### src/rtl/led_pattern_arbiter_pkg.sv
// Shared LED/status definitions: FSM state encodings and default sizing
// constants used by the LED pattern arbiter and its step prescaler.
package led_pattern_arbiter_pkg;

    typedef enum logic [1:0] {
        ST_IDLE = 2'd0,
        ST_PLAY = 2'd1,
        ST_GAP  = 2'd2
    } led_state_t;

    localparam int LED_DEF_NUM_REQ   = 4;
    localparam int LED_DEF_PAT_W     = 32;
    localparam int LED_DEF_STEP_DIV  = 2097152;  // 2^21 CLK cycles per step
    localparam int LED_DEF_GAP_STEPS = 2;

endpackage

### src/rtl/led_pattern_arbiter_if.sv
// Requester-side bundle of the LED pattern arbiter.
//   req     : level request per requester
//   pattern : requester i pattern at [i*PAT_W +: PAT_W]
//   grant   : one-hot owner while its pattern plays
//   done    : 1-cycle pulse when a granted pattern completed fully
//   busy    : high while a pattern or the trailing off-gap is in progress
//   led     : registered LED drive (LED and its mirror pin)
// master = status sources / top level, slave = arbiter.
interface led_pattern_arbiter_if #(
    parameter int NUM_REQ = 4,
    parameter int PAT_W   = 32
);
    logic [NUM_REQ-1:0]       req;
    logic [NUM_REQ*PAT_W-1:0] pattern;
    logic [NUM_REQ-1:0]       grant;
    logic                     done;
    logic                     busy;
    logic                     led;

    modport master (output req, pattern, input grant, done, busy, led);
    modport slave  (input req, pattern, output grant, done, busy, led);
endinterface

### src/rtl/led_step_prescaler.sv
// Step prescaler: counts 0..STEP_DIV-1 while enabled and flags the last
// count as a step tick. clr forces the count back to 0 on the next edge.
//   CLK, RST : clock, async active-high reset
//   en       : count enable
//   clr      : synchronous clear (wins over en)
//   tick     : high while enabled and the count is STEP_DIV-1
module led_step_prescaler
    import led_pattern_arbiter_pkg::*;
#(
    parameter int STEP_DIV = LED_DEF_STEP_DIV
) (
    input  logic CLK,
    input  logic RST,
    input  logic en,
    input  logic clr,
    output logic tick
);
    localparam int             CNT_W    = $clog2(STEP_DIV);
    localparam logic [CNT_W-1:0] CNT_LAST = CNT_W'(STEP_DIV - 1);

    logic [CNT_W-1:0] cnt_q;

    always_ff @(posedge CLK or posedge RST) begin
        if (RST) begin
            cnt_q <= '0;
        end else if (clr) begin
            cnt_q <= '0;
        end else if (en) begin
            cnt_q <= (cnt_q == CNT_LAST) ? '0 : cnt_q + 1'b1;
        end
    end

    assign tick = en && (cnt_q == CNT_LAST);
endmodule

### src/rtl/led_pattern_arbiter.sv
// Shares one user LED among NUM_REQ requesters. A round-robin pick grants a
// requester, latches its pattern and plays it LSB-first, one bit per step
// tick, then holds the LED off for GAP_STEPS steps before re-arbitrating.
//   CLK, RST : clock, async active-high reset
//   bus      : requester bundle (req/pattern in, grant/done/busy/led out)
//
//   state   | meaning
//   --------+-----------------------------------------------------------
//   ST_IDLE | no owner; arbitrate among asserted requests
//   ST_PLAY | owner's latched pattern is shifting out on led
//   ST_GAP  | led held off for GAP_STEPS steps after a pattern or abort
module led_pattern_arbiter
    import led_pattern_arbiter_pkg::*;
#(
    parameter int NUM_REQ   = LED_DEF_NUM_REQ,
    parameter int PAT_W     = LED_DEF_PAT_W,
    parameter int STEP_DIV  = LED_DEF_STEP_DIV,
    parameter int GAP_STEPS = LED_DEF_GAP_STEPS
) (
    input  logic                CLK,
    input  logic                RST,
    led_pattern_arbiter_if.slave bus
);
    localparam int IDX_W  = $clog2(NUM_REQ);
    localparam int STEP_W = (PAT_W > 1) ? $clog2(PAT_W) : 1;
    localparam int GAP_W  = (GAP_STEPS > 1) ? $clog2(GAP_STEPS) : 1;
    localparam logic [IDX_W-1:0]  IDX_LAST  = IDX_W'(NUM_REQ - 1);
    localparam logic [STEP_W-1:0] STEP_LAST = STEP_W'(PAT_W - 1);
    localparam logic [GAP_W-1:0]  GAP_LAST  = GAP_W'((GAP_STEPS > 0) ? GAP_STEPS - 1 : 0);

    led_state_t         state_q, state_n;
    logic [NUM_REQ-1:0] grant_q, grant_n;
    logic               led_q, led_n, done_q, done_n, busy_q, busy_n;
    logic [IDX_W-1:0]   rr_q, rr_n, owner_q, owner_n;
    logic [STEP_W-1:0]  step_q, step_n;
    logic [GAP_W-1:0]   gap_q, gap_n;
    logic [PAT_W-1:0]   pat_q, pat_n;
    logic [IDX_W-1:0]   pick;
    logic [PAT_W-1:0]   pick_pat;
    logic [STEP_W-1:0]  step_inc;
    logic               tick, leave;

    // First asserted request at or above ptr, wrapping modulo NUM_REQ.
    function automatic logic [IDX_W-1:0] rr_pick(input logic [NUM_REQ-1:0] r,
                                                  input logic [IDX_W-1:0]   ptr);
        logic [IDX_W-1:0] sel;
        logic             found;
        int               idx;
        sel   = '0;
        found = 1'b0;
        for (int k = 0; k < NUM_REQ; k++) begin
            idx = (int'(ptr) + k) % NUM_REQ;
            if (!found && r[idx]) begin
                sel   = IDX_W'(idx);
                found = 1'b1;
            end
        end
        return sel;
    endfunction

    function automatic logic [IDX_W-1:0] next_idx(input logic [IDX_W-1:0] i);
        return (i == IDX_LAST) ? '0 : i + 1'b1;
    endfunction

    assign pick     = rr_pick(bus.req, rr_q);
    assign pick_pat = bus.pattern[pick*PAT_W +: PAT_W];
    assign step_inc = step_q + 1'b1;

    // Cleared on every state change so each state starts a full step.
    led_step_prescaler #(.STEP_DIV(STEP_DIV)) u_presc (
        .CLK  (CLK),
        .RST  (RST),
        .en   (state_q != ST_IDLE),
        .clr  (state_n != state_q),
        .tick (tick)
    );

    always_ff @(posedge CLK or posedge RST) begin
        if (RST) begin
            state_q <= ST_IDLE;
            grant_q <= '0;
            led_q   <= 1'b0;
            done_q  <= 1'b0;
            busy_q  <= 1'b0;
            rr_q    <= '0;
            owner_q <= '0;
            step_q  <= '0;
            gap_q   <= '0;
            pat_q   <= '0;
        end else begin
            state_q <= state_n;
            grant_q <= grant_n;
            led_q   <= led_n;
            done_q  <= done_n;
            busy_q  <= busy_n;
            rr_q    <= rr_n;
            owner_q <= owner_n;
            step_q  <= step_n;
            gap_q   <= gap_n;
            pat_q   <= pat_n;
        end
    end

    // led is loaded with the bit for the step being entered, so it changes on
    // the same edge as step and every bit is held a full STEP_DIV cycles.
    always_comb begin
        state_n = state_q;
        grant_n = grant_q;
        led_n   = led_q;
        done_n  = 1'b0;
        busy_n  = busy_q;
        rr_n    = rr_q;
        owner_n = owner_q;
        step_n  = step_q;
        gap_n   = gap_q;
        pat_n   = pat_q;
        leave   = 1'b0;
        case (state_q)
            ST_IDLE: begin
                if (|bus.req) begin
                    owner_n       = pick;
                    grant_n       = '0;
                    grant_n[pick] = 1'b1;
                    pat_n         = pick_pat;
                    step_n        = '0;
                    led_n         = pick_pat[0];
                    busy_n        = 1'b1;
                    state_n       = ST_PLAY;
                end
            end
            ST_PLAY: begin
                // A dropped request aborts even on the final tick: no done.
                if (!bus.req[owner_q]) begin
                    leave = 1'b1;
                end else if (tick) begin
                    if (step_q == STEP_LAST) begin
                        leave  = 1'b1;
                        done_n = 1'b1;
                    end else begin
                        step_n = step_inc;
                        led_n  = pat_q[step_inc];
                    end
                end
                if (leave) begin
                    grant_n = '0;
                    led_n   = 1'b0;
                    step_n  = '0;
                    gap_n   = '0;
                    rr_n    = next_idx(owner_q);
                    if (GAP_STEPS == 0) begin
                        state_n = ST_IDLE;
                        busy_n  = 1'b0;
                    end else begin
                        state_n = ST_GAP;
                    end
                end
            end
            ST_GAP: begin
                led_n = 1'b0;
                if (tick) begin
                    if (gap_q == GAP_LAST) begin
                        gap_n   = '0;
                        state_n = ST_IDLE;
                        busy_n  = 1'b0;
                    end else begin
                        gap_n = gap_q + 1'b1;
                    end
                end
            end
            default: begin
                state_n = ST_IDLE;
                grant_n = '0;
                led_n   = 1'b0;
                busy_n  = 1'b0;
            end
        endcase
    end

    assign bus.grant = grant_q;
    assign bus.done  = done_q;
    assign bus.busy  = busy_q;
    assign bus.led   = led_q;
endmodule
### src/flat_wrapper.sv
// flat-port wrapper written by rule: the top's interface ports become plain ports
module led_pattern_arbiter_flat import led_pattern_arbiter_pkg::*;
#(
    parameter int NUM_REQ   = LED_DEF_NUM_REQ,
    parameter int PAT_W     = LED_DEF_PAT_W,
    parameter int STEP_DIV  = LED_DEF_STEP_DIV,
    parameter int GAP_STEPS = LED_DEF_GAP_STEPS
)
  (CLK, RST, bus_req, bus_pattern, bus_grant, bus_done, bus_busy, bus_led);
  led_pattern_arbiter_if #(.NUM_REQ(NUM_REQ), .PAT_W(PAT_W)) bus_i ();
  input  logic CLK;
  input  logic RST;
  input wire logic [$bits(bus_i.req)-1:0] bus_req;
  input wire logic [$bits(bus_i.pattern)-1:0] bus_pattern;
  output wire logic [$bits(bus_i.grant)-1:0] bus_grant;
  output wire logic [$bits(bus_i.done)-1:0] bus_done;
  output wire logic [$bits(bus_i.busy)-1:0] bus_busy;
  output wire logic [$bits(bus_i.led)-1:0] bus_led;
  assign bus_i.req = bus_req;
  assign bus_i.pattern = bus_pattern;
  assign bus_grant = bus_i.grant;
  assign bus_done = bus_i.done;
  assign bus_busy = bus_i.busy;
  assign bus_led = bus_i.led;
  led_pattern_arbiter #(.NUM_REQ(NUM_REQ), .PAT_W(PAT_W), .STEP_DIV(STEP_DIV), .GAP_STEPS(GAP_STEPS)) u_core (.CLK(CLK), .RST(RST), .bus(bus_i));
endmodule
### config.mk
export PLATFORM = sky130hd
export DESIGN_NAME = led_pattern_arbiter_flat
export DESIGN_NICKNAME = d
export VERILOG_FILES = /design/src/rtl/led_pattern_arbiter_pkg.sv /design/src/rtl/led_pattern_arbiter_if.sv /design/src/rtl/led_step_prescaler.sv /design/src/rtl/led_pattern_arbiter.sv /design/src/flat_wrapper.sv
export SDC_FILE = /design/constraint.sdc
export NUM_CORES = 1
export LEC_CHECK = 0
export ABC_CLOCK_PERIOD_IN_PS = 3200
export BUFFER_PORTS_ARGS = -buffer_cell sky130_fd_sc_hd__buf_2
export CAP_MARGIN = 5
export CELL_PAD_IN_SITES_DETAIL_PLACEMENT = 1
export CELL_PAD_IN_SITES_GLOBAL_PLACEMENT = 1
export CORE_MARGIN = 10
export CORE_UTILIZATION = 40
export CTS_BUF_LIST = sky130_fd_sc_hd__clkbuf_4 sky130_fd_sc_hd__clkbuf_8
export CTS_CLUSTER_SIZE = 24
export DETAILED_ROUTE_END_ITERATION = 8
export PLACE_DENSITY = 0.94
export SYNTH_ARGS = -nofsm -noshare
export SYNTH_HDL_FRONTEND = slang
export SYNTH_SLANG_ARGS = --single-unit
### constraint.sdc
create_clock -name CLK -period 3.2 [get_ports CLK]
set_clock_uncertainty 0.05 [all_clocks]
set_input_delay 0.8 -clock CLK [delete_from_list [all_inputs] [get_ports CLK]]
set_output_delay 0.8 -clock CLK [all_outputs]
set_load 0.03 [all_outputs]
# Yosys cells after proc, flatten, opt, wreduce, memory -nomap -nowiden
# Index checks and enable logic that the tools add are counted.
# word_totals
in_bits	134
output_inout_bits	7
regBits	72
# op_classes
n_shift	1
reduce_logical	24
n_bitwise	5
eq_ne	13
n_mux	62
add_sub_neg	7
magnitude_cmp	8
# ops
op	n
128-bit by 8-bit variable part select with 32-bit output	1
21-bit 2-to-1 mux	3
1-bit 2-to-1 mux	30
5-bit 2-to-1 mux	5
21-bit by 1-bit adder with 21-bit output (second input constant)	1
21-bit equality test (second input constant)	1
2-bit 2-to-1 mux	9
3-bit by 4-bit less-than comparator with 1-bit output (second input constant)	3
4-bit case mux with 3 select lines	1
1-bit binary-select mux with 2-bit select	5
5-bit case mux with 2 select lines	1
2-bit by 3-bit less-than comparator with 1-bit output (second input constant)	3
4-bit 2-to-1 mux	2
2-bit by 1-bit != test with 1-bit output (second input constant)	4
4-bit AND reduction	2
2-bit nonzero test	4
5-bit by 6-bit less-than comparator with 1-bit output (second input constant)	1
3-bit by 1-bit != test with 1-bit output (second input constant)	2
2-bit case mux with 3 select lines	1
3-bit AND reduction	2
2-bit OR reduction	3
5-bit by 1-bit adder with 5-bit output (second input constant)	1
1-bit binary-select mux with 5-bit select	1
5-bit equality test (second input constant)	1
19 further kinds	33

# Logic depth before layout (Yosys ltp)
# Gate-level depths: netlist of run 1.
# depth
word_depth	20
mapped_depth	10
ltp_nobuf	8

# Hierarchy
# A second synthesis of run 1 with hierarchy kept.
# hier_totals
hier_cells	415
area_unflattened_um2	4595.7
# modules_own_cells
module	seq_area_each_um2	instances	area_per_inst_um2	cells_each
led_pattern_arbiter	1276.2	1	3465.8	294
led_step_prescaler	525.5	1	1129.8	121

# Worst setup path before layout of run 1
# No wires, ideal clock.
# synth_path
kind	input-to-reg
start	input port bus_req[2]
end	register u_core.pat_q[10]
required_time_ns	3.073
setup_ns	0.077
stages	6
path_slack_ns	0.857
arrival_time_ns	2.216
n_path_buf	2
path_cell_list	or4_1 -> nand2_1 -> clkbuf_1 -> clkbuf_1 -> nand2_1 -> o21ai_1
# synth_between
elab_chain_cells	13
elab_cells_between_ends	27
cone_classes	shift (1); mux (18); reduce/logical (8)
# synth_rtl
element	line_no	rtl
start: declaration	flat_wrapper.sv:13	input wire logic [$bits(bus_i.req)-1:0] bus_req;
1-bit binary-select mux with 2-bit select	led_pattern_arbiter.sv:53	if (!found && r[idx]) begin
1-bit 2-to-1 mux (not written as such)	led_pattern_arbiter.sv:53	
1-bit 2-to-1 mux	led_pattern_arbiter.sv:53	
1-bit zero test	led_pattern_arbiter.sv:53	
1-bit logical AND	led_pattern_arbiter.sv:53	
1-bit 2-to-1 mux	led_pattern_arbiter.sv:53	
1-bit zero test	led_pattern_arbiter.sv:53	
1-bit logical AND	led_pattern_arbiter.sv:53	
1-bit 2-to-1 mux	led_pattern_arbiter.sv:53	
1-bit zero test	led_pattern_arbiter.sv:53	
1-bit logical AND	led_pattern_arbiter.sv:53	
2-bit 2-to-1 mux	led_pattern_arbiter.sv:53	
128-bit by 8-bit variable part select with 32-bit output	led_pattern_arbiter.sv:66	assign pick_pat = bus.pattern[pick*PAT_W +: PAT_W];
end signal: assignment	led_pattern_arbiter.sv:100	pat_q <= pat_n;
end: declaration	led_pattern_arbiter.sv:37	logic [PAT_W-1:0] pat_q, pat_n;
# Several ways; a longest one is shown, not always the timed one. The select of a mux whose other input is x is not followed.
# A chain may end at the register's enable or synchronous reset.

# Final worst setup path of run 1
# layout_path
start	register u_core.step_q[1]
end	register u_core.led_q, in the netlist u_core.bus.led
# layout_between
elab_chain_cells	8
elab_cells_between_ends	17
cone_classes	add/sub (1); eq/ne (4); mux (11); reduce/logical (1)
# layout_rtl
element	line_no	rtl
start: declaration	led_pattern_arbiter.sv:35	logic [STEP_W-1:0] step_q, step_n;
start signal: assignment	led_pattern_arbiter.sv:98	step_q <= step_n;
5-bit by 1-bit adder with 5-bit output	led_pattern_arbiter.sv:67	assign step_inc = step_q + 1'b1;
1-bit binary-select mux with 5-bit select	led_pattern_arbiter.sv:141	led_n = pat_q[step_inc];
1-bit 2-to-1 mux (not written as such)	led_pattern_arbiter.sv:141	
1-bit 2-to-1 mux	led_pattern_arbiter.sv:136	if (step_q == STEP_LAST) begin
1-bit 2-to-1 mux	led_pattern_arbiter.sv:135	end else if (tick) begin
1-bit 2-to-1 mux	led_pattern_arbiter.sv:133	if (!bus.req[owner_q]) begin
1-bit 2-to-1 mux	led_pattern_arbiter.sv:144	if (leave) begin
1-bit case mux with 2 select lines	led_pattern_arbiter.sv:118	case (state_q)
end signal: assignment	led_pattern_arbiter.sv:93	led_q <= led_n;
end: declaration	led_pattern_arbiter.sv:33	logic led_q, led_n, done_q, done_n, busy_q, busy_n;
# Several ways; a longest one is shown, not always the timed one. The select of a mux whose other input is x is not followed.

==> results of run 1 <==
==> worst register-to-register path: stages (launching register included) <==
cell and delay (ns):
dfrtp_1 0.41, ha_1 0.64, mux2i_1 0.18, mux4_1 0.54, o21ai_0 0.18, a31o_2 0.15, a31oi_1 0.12, a2111oi_2 0.46
==> flip-flops by register name, indices dropped and copies added (netlist names) <==
register,count
u_core.bus.led,1
u_core.pat_q,32
u_core.gap_q,1
u_core.step_q,5
u_core.owner_q,2
u_core.u_presc.cnt_q,21
u_core.state_q,2
u_core.bus.grant,4
u_core.rr_q,2
u_core.bus.done,1
u_core.bus.busy,1
==> power by group <==
group          internal, mW  switching (mW)  total (mW)  leakage (nW)
sequential             1.20           0.222        1.42         0.933
clock                 0.418           0.356       0.774         0.110
combinational         0.984            1.31        2.29          1.78
==> final timing paths <==
check | endpoint
worst max-delay path | u_core.bus.led$_DFFE_PP0P_
worst min-delay path | u_core.bus.grant[1]$_DFFE_PP0P_
worst max register to register | u_core.bus.led$_DFFE_PP0P_
worst min register to register | u_core.bus.grant[1]$_DFFE_PP0P_
max in group asynchronous | u_core.owner_q[0]$_DFFE_PP0P_
min in group asynchronous | u_core.pat_q[23]$_DFFE_PP0P_
==> logic make-up (layout without fill, tap and decap cells) <==
group | count (synthesis) | count (layout)
simple gates | 159 | 159
mux | 110 | 110
compound gates | 91 | 91
flops | 72 | 72
buf+inv | 33 | 188
xor+xnor | 18 | 18
fa+ha+maj | 8 | 8
==> layout make-up <==
type	instances	area, sq um
repair buffers	163	886
fillers	1347	5630
well taps	143	179
clock buffers	13	166
flip-flops and latches	72	1800
inverters	9	33.8
multi-input cells	386	2830
clock inverters	3	40.0
==> layer usage <==
layer	up-vias	track usage, %	part of all wire, %
li1	2079	-	-
met1	2209	21.3	38
met2	191	37.2	52
met3	38	5.71	7.2
met4	0	8.63	3.0
met5	-	0	0
==> cells in the mapped netlist, types with 3 or more instances <==
| library cell | instances | share of area, % |
|---|---|---|
| a21oi_1 | 12 | 1.3 |
| a22o_1 | 4 | 0.73 |
| a31oi_1 | 4 | 0.52 |
| a41o_1 | 3 | 0.63 |
| and3_1 | 8 | 1.0 |
| buf_2 | 4 | 0.42 |
| buf_4 | 6 | 0.94 |
| clkbuf_1 | 14 | 1.1 |
| dfrtp_1 | 72 | 38 |
| ha_1 | 8 | 2.1 |
| inv_1 | 9 | 0.71 |
| mux2_2 | 32 | 7.5 |
| mux2i_1 | 71 | 15 |
| mux4_1 | 3 | 1.7 |
| mux4_2 | 3 | 1.4 |
| nand2_1 | 62 | 4.9 |
| nand3_1 | 20 | 2.1 |
| nor2_1 | 36 | 2.8 |
| nor2b_1 | 3 | 0.39 |
| nor3_1 | 7 | 0.73 |
| o21ai_0 | 13 | 1.4 |
| o21ai_1 | 32 | 3.4 |
| o31ai_1 | 3 | 0.47 |
| or3_1 | 4 | 0.52 |
| or4_1 | 3 | 0.47 |
| xnor2_1 | 10 | 1.8 |
| xor2_1 | 7 | 1.3 |
==> key figures, run 1 <==
Status
  – Status: finished, final reports clean

GRT
  – Antenna violations before repair: 0
  – Vias in the first global route: 5269
  – Congestion Overflow GR: 0
  – Largest net degree at the start of global routing: 69
  – Overall routing resource usage: 20.3%
  – First-pass GRT wire length: 27000 microns

Clock network
  – Inserted Clock Buffers: 9
  – Worst-path clk slew: 0.08 ns
  – CTS sink count: 72
  – Max Root-Sink Buffers: 2
  – # resized after CTS: 0
  – Post-CTS Setup Inserts: 0
  – CTS root buf: clkbuf_8
  – CTS tree: done
  – Worst skew pair latency: 0.36 ns
  – CTS H-tree depth: 3
  – Hold_buf cts: 0

Synth
  – Xor/xnor share of the synthesized area: 3.69%
  – Adder-Cell Fraction of Synth Area: under 10%
  – Simple-gate share of the synthesized area: 15.6%
  – Yosys reg bits: 72
  – Predominant post-synthesis flop cell: dfrtp_1
  – EDFF count, synth: 0
  – Mux contribution to synthesized area: about a quarter
  – Synth unique cells: 57
  – Post-synth ARST share: 100%
  – Syn Area/Cell: about 9.7 sq um
  – Sequential share of the synthesized area: 37.7%
  – Main combinational cell family by area after synthesis: multiplexers
  – Yosys warning count: 0
  – Syn Inst Count: roughly 490
  – Cell area after synthesis: 4780 sq um
  – Post-Syn Nets: roughly 630
  – Compound-Gate Fraction of Synth Area: 12.0%

Worst hold path
  – Hold Crit Start: u_core.bus.grant[1]$_DFFE_PP0P_
  – Worst hold path stage count: 1
  – Hold/Removal Path Class: reg -> reg

Worst setup path
  – CP Capture Type: register
  – Worst-path fanout max: 11
  – Critical Path, Cell by Cell: ha_1 -> mux2i_1 -> mux4_1 -> o21ai_0 -> a31o_2 -> a31oi_1 -> a2111oi_2
  – Slowest cell delay on critical path: between 0.6 and 0.7 ns
  – Worst path top cell family by delay: compound AO/OA/AOI/OAI gates
  – WP data arrival: 3.04 ns
  – Req. time, crit path: roughly 3.4 ns
  – RR Startpoint: u_core.step_q[1]$_DFFE_PP0P_
  – Kind of critical path: reg -> reg
  – Worst setup startpoint: u_core.step_q[1]$_DFFE_PP0P_
  – CP max stage cell: ha_1
  – Buf/Inv on CP: 0
  – Crit path depth: 7
  – Worst reg2reg path depth: 7
  – R2R setup slack: between 0.3 and 0.4 ns
  – CP startpoint kind: register

Timing
  – Tcrit/Tclk final: 89.7%
  – Peak Freq: approximately 350 MHz
  – Final Hold Slack: 0.441 ns
  – Final setup fails: 0
  – Final setup TNS: 0 ns
  – Minimum clock period: 2.87 ns
  – Max-slew violations: 0
  – Max-Slew Margin vs Limit: 39.7%
  – Endpoints failing hold: 0
  – Worst Max-Slew Pin Slew: 0.898 ns
  – Unrepaired setup endpoints after global routing: false
  – Final WS setup: about 0.33 ns

Placed design
  – PortBufs: 140
  – RePlAce Congestion: 0.903
  – Area post-placement: 5730 sq um
  – Post-Place Cells: 773
  – DP HPWL: ~13000 microns
  – Worst Setup Slack post-DPL: 0.323 ns

Floorplanning
  – Core Box Area: ~12000 sq um
  – Row cnt: 39
  – Initial Util: 41.3%
  – Die Width: 129 microns
  – DIE HEIGHT: 129 microns
  – Die area: between 15000 and 20000 sq um
  – I/O Pins: 141

Power
  – Static Leakage: about 2.8 nW
  – P per Cell Area: 756 nW/um^2
  – Power Total: between 4 and 5 mW
  – Worst vdd ir: 0.313 mV

Drt
  – Routed len/inst: 20.8 microns
  – DR DRC count: 0
  – DR vias: 4517
  – Antenna Violating Nets Remaining: 0
  – Drt first pass iters: 5
  – Routed WL: 16400 microns
  – DR iter-0 viols: 318
  – Vias per cell: roughly 5.7

Finish
  – Layout Utilization: 51.4%
  – Area Overhead vs Synth: 24.4%
  – Nets: approximately 800
  – Non-filler instance count after layout: 789
  – Most frequent cells in the layout: 140 x buf_2, 72 x dfrtp_1, 71 x mux2i_1
  – Fraction of layout cells with a size suffix above 1: 34.7%
  – Diode count: 0
  – Most common cell after layout, fill and taps aside: buf_2
  – Fin area: 5940 sq um

Run
  – Max-cap violations: 0
No activity file was read; power rests on OpenSTA's default activity.
==> run 2: changes to the inputs <==
--- a/config.mk
+++ b/config.mk
@@ -10,7 +10,7 @@
 export CAP_MARGIN = 5
 export CELL_PAD_IN_SITES_DETAIL_PLACEMENT = 1
 export CELL_PAD_IN_SITES_GLOBAL_PLACEMENT = 1
-export CORE_MARGIN = 10
+export CORE_MARGIN = 3
 export CORE_UTILIZATION = 40
 export CTS_BUF_LIST = sky130_fd_sc_hd__clkbuf_4 sky130_fd_sc_hd__clkbuf_8
 export CTS_CLUSTER_SIZE = 24
==> run 2 against run 1 <==
Against the previous run: total power is 0.81% lower; via count decreased by 1.0%; clock power rose by 8.0%; highest routed layer unchanged; worst hold slack worse by 0.0040 ns; critical path type unchanged; final area shrank 1.1%.
==> key figures, run 2 (same netlist as run 1, synthesis figures left out) <==
Power
  – P per Cell Area: 758 nW/um^2 (+0.31%)
  – Sw frac: 41.2% (-0.73 points)
  – Clock Power Share: 18.8% (+1.6 points)
  – Sequential power share: 31.6% (about the same)
  – Sw Pwr: 1.84 mW (-2.5%)
  – Worst vdd ir: 0.325 mV (+3.7%)
  – Int Pwr: 2.62 mW (+0.44%)
  – Static Leakage: 2.77 nW (-1.8%)
  – Combinational power share: 49.6% (-1.4 points)

Timing
  – Peak Freq: 357 MHz (+2.5%)
  – Minimum clock period: 2.80 ns (-0.0702 ns)
  – Final setup TNS: 0 ns (unchanged)
  – Unrepaired setup endpoints after global routing: false
  – Tcrit/Tclk final: 87.5% (-2.2 points)
  – Max-Slew Margin vs Limit: 44.5% (+4.9 points)
  – Endpoints failing hold: 0 (unchanged)
  – Final setup fails: 0 (unchanged)
  – Max-slew violations: 0 (unchanged)
  – Final Hold Slack: 0.437 ns (-0.00401 ns)
  – Worst Max-Slew Pin Slew: 0.825 ns (-0.0723 ns)

Placed design
  – RePlAce Congestion: 0.898 (-0.52%)
  – Post-Place Cells: 760 (-1.7%)
  – PortBufs: 140 (unchanged)
  – DP HPWL: 11600 microns (-10%)

Worst setup path
  – CP startpoint kind: register
  – Slowest cell delay on critical path: 0.46 ns (-0.18 ns)
  – CP Capture Type: register
  – Req. time, crit path: 3.42 ns (+0.05 ns)
  – Buf/Inv on CP: 1 (+1)
  – Critical Path, Cell by Cell: inv_1 -> ha_1 -> and4b_1 -> and2_1 -> a41o_1 -> a32oi_1 -> nand4_1 -> nor2_1
  – Worst-path fanout max: 8 (-3)
  – CP max stage cell: dfrtp_1
  – Worst setup startpoint: u_core.state_q[0]$_DFF_PP0_
  – RR Startpoint: u_core.state_q[0]$_DFF_PP0_
  – Worst path top cell family by delay: simple AND/OR/NAND/NOR gates
  – WP data arrival: 3.02 ns (-0.02 ns)
  – Kind of critical path: reg -> reg

Floorplanning
  – Initial Util: 41.3% (unchanged)
  – Die Width: 115 microns (-11%)
  – Row cnt: 39 (unchanged)
  – I/O Pins: 141 (unchanged)
  – Die area: 13300 sq um (-20%)
  – DIE HEIGHT: 115 microns (-11%)
  – Core Box Area: 11600 sq um (unchanged)

Clock network
  – Inserted Clock Buffers: 9 (unchanged)
  – CTS tree: done
  – Worst-path clk slew: 0.07 ns (about the same)
  – Max Root-Sink Buffers: 2 (unchanged)
  – Post-CTS Setup Inserts: 0 (unchanged)
  – Worst skew pair latency: 0.35 ns (about the same)
  – CTS H-tree depth: 3 (unchanged)
  – # resized after CTS: 0 (unchanged)
  – Hold_buf cts: 0 (unchanged)
  – CTS root buf: clkbuf_8
  – CTS sink count: 72 (unchanged)

Finish
  – Most frequent cells in the layout: 140 x buf_2, 72 x dfrtp_1, 71 x mux2i_1
  – Regs by FF count: u_core.pat_q (32), u_core.u_presc.cnt_q (21), u_core.step_q (5)
  – Fraction of layout cells with a size suffix above 1: 33.3% (-1.3 points)
  – Most common cell after layout, fill and taps aside: buf_2
  – Area Overhead vs Synth: 23.0%
  – Non-filler instance count after layout: 776 (-1.6%)
  – Largest register FFs: 32 (unchanged)
  – Diode count: 0 (unchanged)
  – Nets: 770 (-1.7%)
  – Most flops, register: u_core.pat_q

Drt
  – DR DRC count: 0 (unchanged)
  – DR iter-0 viols: 250 (-21%)
  – Routed len/inst: 19.3 microns (-7.0%)
  – DR vias: 4471 (-1.0%)
  – Vias per cell: 5.76 (+0.64%)
  – Antenna Violating Nets Remaining: 0 (unchanged)
  – Routed WL: 15000 microns (-8.5%)
  – Drt first pass iters: 5 (unchanged)

GRT
  – Overall routing resource usage: 23.2% (+2.9 points)
  – Antenna violations before repair: 0 (unchanged)
  – Largest net degree at the start of global routing: 69 (unchanged)
  – First-pass GRT wire length: 24400 microns (-9.9%)
  – Vias in the first global route: 4973 (-5.6%)
  – Congestion Overflow GR: 0 (unchanged)

Worst hold path
  – Hold/Removal Path Class: reg -> reg
  – Hold Crit Start: u_core.pat_q[16]$_DFFE_PP0P_

Status
  – Status: finished, final reports clean

Run
  – Max-cap violations: 0 (unchanged)
[run 2: changes by cell type in the layout (fill, tap and decap cells not counted), sizes merged]
| cell | delta |
|---|---|
| buf | -13 |
| bufinv | +1 |
| clkinv | -1 |
[run 2: final cells by class]
type	instances	area (sq um)
multi-input cells	386	2830
inverters	9	33.8
flip-flops and latches	72	1800
well taps	143	179
clock buffers	13	160
fillers	1353	5690
clock inverters	3	65.1
repair buffers	150	801
[run 2: routing by layer]
metal	up-vias	track usage [%]	part of all wire, %
met5	-	0	0
met4	0	10.3	3.2
met3	31	5.05	5.6
met2	162	42.4	52
met1	2209	25.5	39
li1	2069	-	-
[run 2: worst paths after layout]
path                                                       end  slack [ns]  cells past startpoint
setup reg to reg           u_core.u_presc.cnt_q[7]$_DFFE_PP0P_        0.40                      8
setup / recovery           u_core.u_presc.cnt_q[7]$_DFFE_PP0P_        0.40                      8
min in group asynchronous         u_core.pat_q[23]$_DFFE_PP0P_        0.52                      2
hold / removal                    u_core.pat_q[16]$_DFFE_PP0P_        0.44                      2
hold reg to reg                   u_core.pat_q[16]$_DFFE_PP0P_        0.44                      2
max in group asynchronous         u_core.step_q[3]$_DFFE_PP0P_        1.91                      3
[run 2: power groups by stage]
stage | clock network [mW] | registers [mW] | logic [mW]
floorplan | 0 | 1.41 | 1.54
global placement | 0 | 1.39 | 2.04
detailed placement | 0 | 1.42 | 2.19
CTS | 0.845 | 1.41 | 2.22
global route | 0.892 | 1.44 | 2.42
finish | 0.836 | 1.41 | 2.21
[run 2: worst register-to-register path, cell delays in order, from the launching register on]
cell and delay, ns:
dfrtp_1 0.46, inv_1 0.14, ha_1 0.40, and4b_1 0.34, and2_1 0.20, a41o_1 0.26
a32oi_1 0.27, nand4_1 0.36, nor2_1 0.24
[run 2: stage by stage]
stage          instance area (sq um)  util, %  setup WS (ns)  power (mW)
6_report                        5870     50.8          0.400        4.45
2_1_floorplan                   4780        -          0.525        2.96
3_3_place_gp                    5650     48.8          0.560        3.43
5_1_grt                         5870     50.8          0.162        4.75
4_1_cts                         5870     50.8          0.410        4.47
3_5_place_dp                    5650     48.8          0.409        3.61
==> run 3: changes to the inputs <==
--- a/config.mk
+++ b/config.mk
@@ -5,17 +5,18 @@
 export SDC_FILE = /design/constraint.sdc
 export NUM_CORES = 1
 export LEC_CHECK = 0
+export ABC_AREA = 1
 export ABC_CLOCK_PERIOD_IN_PS = 3200
 export BUFFER_PORTS_ARGS = -buffer_cell sky130_fd_sc_hd__buf_2
 export CAP_MARGIN = 5
 export CELL_PAD_IN_SITES_DETAIL_PLACEMENT = 1
 export CELL_PAD_IN_SITES_GLOBAL_PLACEMENT = 1
 export CORE_MARGIN = 3
-export CORE_UTILIZATION = 40
+export CORE_UTILIZATION = 38
 export CTS_BUF_LIST = sky130_fd_sc_hd__clkbuf_4 sky130_fd_sc_hd__clkbuf_8
 export CTS_CLUSTER_SIZE = 24
 export DETAILED_ROUTE_END_ITERATION = 8
-export PLACE_DENSITY = 0.94
+export PLACE_DENSITY = 0.95
 export SYNTH_ARGS = -nofsm -noshare
 export SYNTH_HDL_FRONTEND = slang
 export SYNTH_SLANG_ARGS = --single-unit
==> run 3 against run 2 <==
Against the previous run: sequential power barely moved; core utilization fell by 3.4 points; area after synthesis rose by 7.3%; critical path type unchanged; routed wire length rose by 6.9%; total power rose by 51%; count of clock-buffer cells in the layout fell by 3; setup slack improved by 0.044 ns; final area rose by 4.0%; non-clock buffer count fell by 1; die area rose by 12%; register-to-register slack improved by 0.04 ns; clock power barely moved.
==> key figures, run 3 <==
GRT
  – First-pass GRT wire length: 26600 microns (+9.2%)
  – Largest net degree at the start of global routing: 42 (-39%)
  – Most used routing layer: met2
  – Global-route met1 utilization: 26.4% (+0.93 points)
  – Met2 Use GR: 39.6% (-2.8 points)
  – GR Util met3: 4.32% (-0.74 points)
  – Antenna violations before repair: 2 (+2)
  – Vias in the first global route: 5751 (+16%)
  – Congestion Overflow GR: 0 (unchanged)
  – Overall routing resource usage: 21.9% (-1.3 points)

Worst setup path
  – Kind of critical path: reg -> reg
  – Critical path destination: u_core.pat_q[25]$_DFFE_PP0P_
  – R2R setup slack: 0.44 ns (+0.04 ns)
  – Worst-path fanout max: 32 (+24)
  – Req. time, crit path: 3.38 ns (-0.04 ns)
  – CP Capture Type: register
  – Worst reg2reg path depth: 15 (+7)
  – Worst reg2reg path endpoint: u_core.pat_q[25]$_DFFE_PP0P_
  – CP startpoint kind: register
  – WP data arrival: 2.94 ns (-0.08 ns)
  – Worst setup startpoint: u_core.rr_q[0]$_DFFE_PP0P_
  – RR Startpoint: u_core.rr_q[0]$_DFFE_PP0P_

Run
  – Max-cap violations: 0 (unchanged)

Drt
  – DR iter-0 viols: 248 (-0.80%)
  – Routed WL: 16000 microns (+6.9%)
  – Routed len/inst: 15.0 microns (-22%)
  – Drt first pass iters: 5 (unchanged)
  – Antenna Violating Nets Remaining: 0 (unchanged)
  – DR DRC count: 0 (unchanged)
  – Vias per cell: 5.11 (-11%)
  – DR vias: 5468 (+22%)

Synth
  – Post-Syn Nets: 905 (+43%)
  – Post-synth ARST share: 100% (unchanged)
  – Post-synth top cells: 330 x nand2_1, 72 x dfrtp_1, 47 x inv_1, 46 x a21oi_1
  – Sequential share of the synthesized area: 35.2% (-2.6 points)
  – Ranking of synthesized cells by area: dfrtp_1 35%, nand2_1 24%, a21oi_1 4.5%, nand3_1 4.1%, nand2_2 3.8%
  – Syn Inst Count: 763 (+55%)
  – Cell area after synthesis: 5120 sq um (+7.3%)
  – Cell taking the most area after synthesis: dfrtp_1
  – Predominant post-synthesis flop cell: dfrtp_1
  – Yosys reg bits: 72 (unchanged)
  – Yosys warning count: 0 (unchanged)
  – Top-count cell post-synth: nand2_1
  – EDFF count, synth: 0 (unchanged)
  – Post-synth top area share: 35.2% (-2.6 points)
  – Syn Area/Cell: 6.72 sq um (-31%)
  – Synth unique cells: 43 (-25%)

Finish
  – Largest register FFs: 32 (unchanged)
  – Nets: 1035 (+34%)
  – Diode count: 0 (unchanged)
  – Fraction of layout cells with a size suffix above 1: 23.7% (-9.6 points)
  – Most common cell after layout, fill and taps aside: nand2_1
  – Non-filler instance count after layout: 1070 (+38%)
  – Area Overhead vs Synth: 19.2%
  – Fin area: 6110 sq um (+4.0%)
  – Regs by FF count: u_core.pat_q (32), u_core.u_presc.cnt_q (21), u_core.step_q (5)
  – Most frequent cells in the layout: 330 x nand2_1, 140 x buf_2, 72 x dfrtp_1
  – Most flops, register: u_core.pat_q
  – Layout Utilization: 47.4% (-3.4 points)

Placed design
  – Post-Place Cells: 1054 (+39%)
  – Area post-placement: 5880 sq um (+4.1%)
  – DP HPWL: 12100 microns (+4.1%)
  – RePlAce Congestion: 0.864 (-3.8%)
  – PortBufs: 140 (unchanged)

Timing
  – Endpoints failing hold: 0 (unchanged)
  – Final Hold Slack: 0.443 ns (+0.00631 ns)
  – Peak Freq: 363 MHz (+1.6%)
  – Tcrit/Tclk final: 86.1% (-1.4 points)
  – Unrepaired setup endpoints after global routing: false
  – Final setup fails: 0 (unchanged)
  – Minimum clock period: 2.76 ns (-0.0438 ns)
  – Max-Slew Margin vs Limit: 30.1% (-14 points)
  – Max-slew violations: 0 (unchanged)
  – Worst Max-Slew Pin Slew: 1.05 ns (+0.223 ns)
  – Final setup TNS: 0 ns (unchanged)

Clock network
  – Max Root-Sink Buffers: 2 (unchanged)
  – CTS H-tree depth: 3 (unchanged)
  – CTS tree: done
  – Inserted Clock Buffers: 9 (unchanged)
  – # resized after CTS: 0 (unchanged)
  – CTS sink count: 72 (unchanged)
  – Worst-path clk slew: 0.08 ns (about the same)
  – Worst skew pair latency: 0.36 ns (about the same)
  – CTS root buf: clkbuf_8
  – Hold_buf cts: 0 (unchanged)
  – Post-CTS Setup Inserts: 0 (unchanged)

Power
  – Static Leakage: 3.22 nW (+16%)
  – Sequential power share: 21.4% (-10 points)
  – Sw Pwr: 3.68 mW (+100%)
  – Worst vdd ir: 0.674 mV (+110%)
  – P per Cell Area: 1100 nW/um^2 (+45%)
  – Combinational power share: 66.1% (+16 points)
  – Sw frac: 54.8% (+14 points)
  – Clock Power Share: 12.4% (-6.4 points)
  – Int Pwr: 3.04 mW (+16%)

Status
  – Status: finished, final reports clean

Floorplanning
  – Row cnt: 41 (+5.1%)
  – Core Box Area: 12900 sq um (+11%)
  – Initial Util: 39.8% (-1.5 points)
  – I/O Pins: 141 (unchanged)
  – Die area: 14900 sq um (+12%)
  – DIE HEIGHT: 122 microns (+6.0%)
  – Die Width: 122 microns (+6.0%)

Worst hold path
  – Hold Crit Start: u_core.pat_q[10]$_DFFE_PP0P_
  – Hold/Removal Path Class: reg -> reg
[run 3: cell types whose count changed in the layout (fill, tap and decap cells not counted), moves of 22 or more]
cell / change
nand2_1: +269
mux2i_1: -71
inv_1: +38
a21oi_1: +34
mux2_2: -32
nand2_2: +30
nand3_1: +22
[run 3: layer usage]
metal  part of all wire, %  up-vias
li1                      -     2697
met1                    43     2611
met2                    51      128
met3                   4.3       28
met4                   1.6        4
met5                  0.13        -
[run 3: area by class of cell]
class / instances / area (sq um)
Fill cell: 1757 / 6770
Clock buffer: 10 / 138
Sequential cell: 72 / 1800
Inverter: 53 / 206
Tap cell: 172 / 215
Timing Repair Buffer: 149 / 793
Multi-Input combinational cell: 608 / 2860
Clock inverter: 6 / 90.1
[run 3: cells by family (layout without fill, tap and decap cells)]
family | count (synthesis) | in the layout | share of synthesized area [%]
simple gates | 474 | 474 | 39.4
compound gates | 113 | 113 | 12.3
buf+inv | 83 | 218 | 8.98
flops | 72 | 72 | 35.2
xor+xnor | 13 | 13 | 2.22
fa+ha+maj | 8 | 8 | 1.95
[run 3: power by group through the flow]
stage	Sequential, mW	Clock, mW	Combinational, mW
after floorplan	1.40	0	3.67
after global placement	1.43	0	4.24
after detailed placement	1.44	0	4.41
after CTS	1.43	0.852	4.49
after global routing	1.46	0.887	5.04
final	1.44	0.836	4.44
[run 3: metrics by stage]
step	setup slack [ns]	power, mW
floorplan	0.525	5.07
global placement	0.234	5.67
global route	0.127	7.39
finish	0.444	6.71
CTS	0.440	6.77
detailed placement	0.123	5.86
[run 3: worst max-delay path, stage by stage, from the launching register on]
cell and delay, ns:
dfrtp_1 0.62, inv_8 0.08, nand2_1 0.10, nand3_1 0.11
nand2_2 0.13, inv_1 0.05, nand2_1 0.05, nand2_1 0.06
nand2_2 0.09, nand2_2 0.16, inv_2 0.51, nor2_8 0.19
nand2_1 0.12, nand2_1 0.05, o21ai_1 0.16, nand2_1 0.09
[run 3: worst min path at each step]
| stage | endpoint | cells after the start | slack (ns) |
|---|---|---|---|
| after floorplan | u_core.pat_q[14]$_DFFE_PP0P_ | 2 | 0.40 |
| after global placement | u_core.pat_q[26]$_DFFE_PP0P_ | 2 | 0.41 |
| after detailed placement | u_core.pat_q[0]$_DFFE_PP0P_ | 2 | 0.42 |
| after CTS | u_core.gap_q$_DFFE_PP0P_ | 2 | 0.45 |
| after global routing | u_core.pat_q[26]$_DFFE_PP0P_ | 2 | 0.46 |
| final | u_core.pat_q[10]$_DFFE_PP0P_ | 2 | 0.44 |
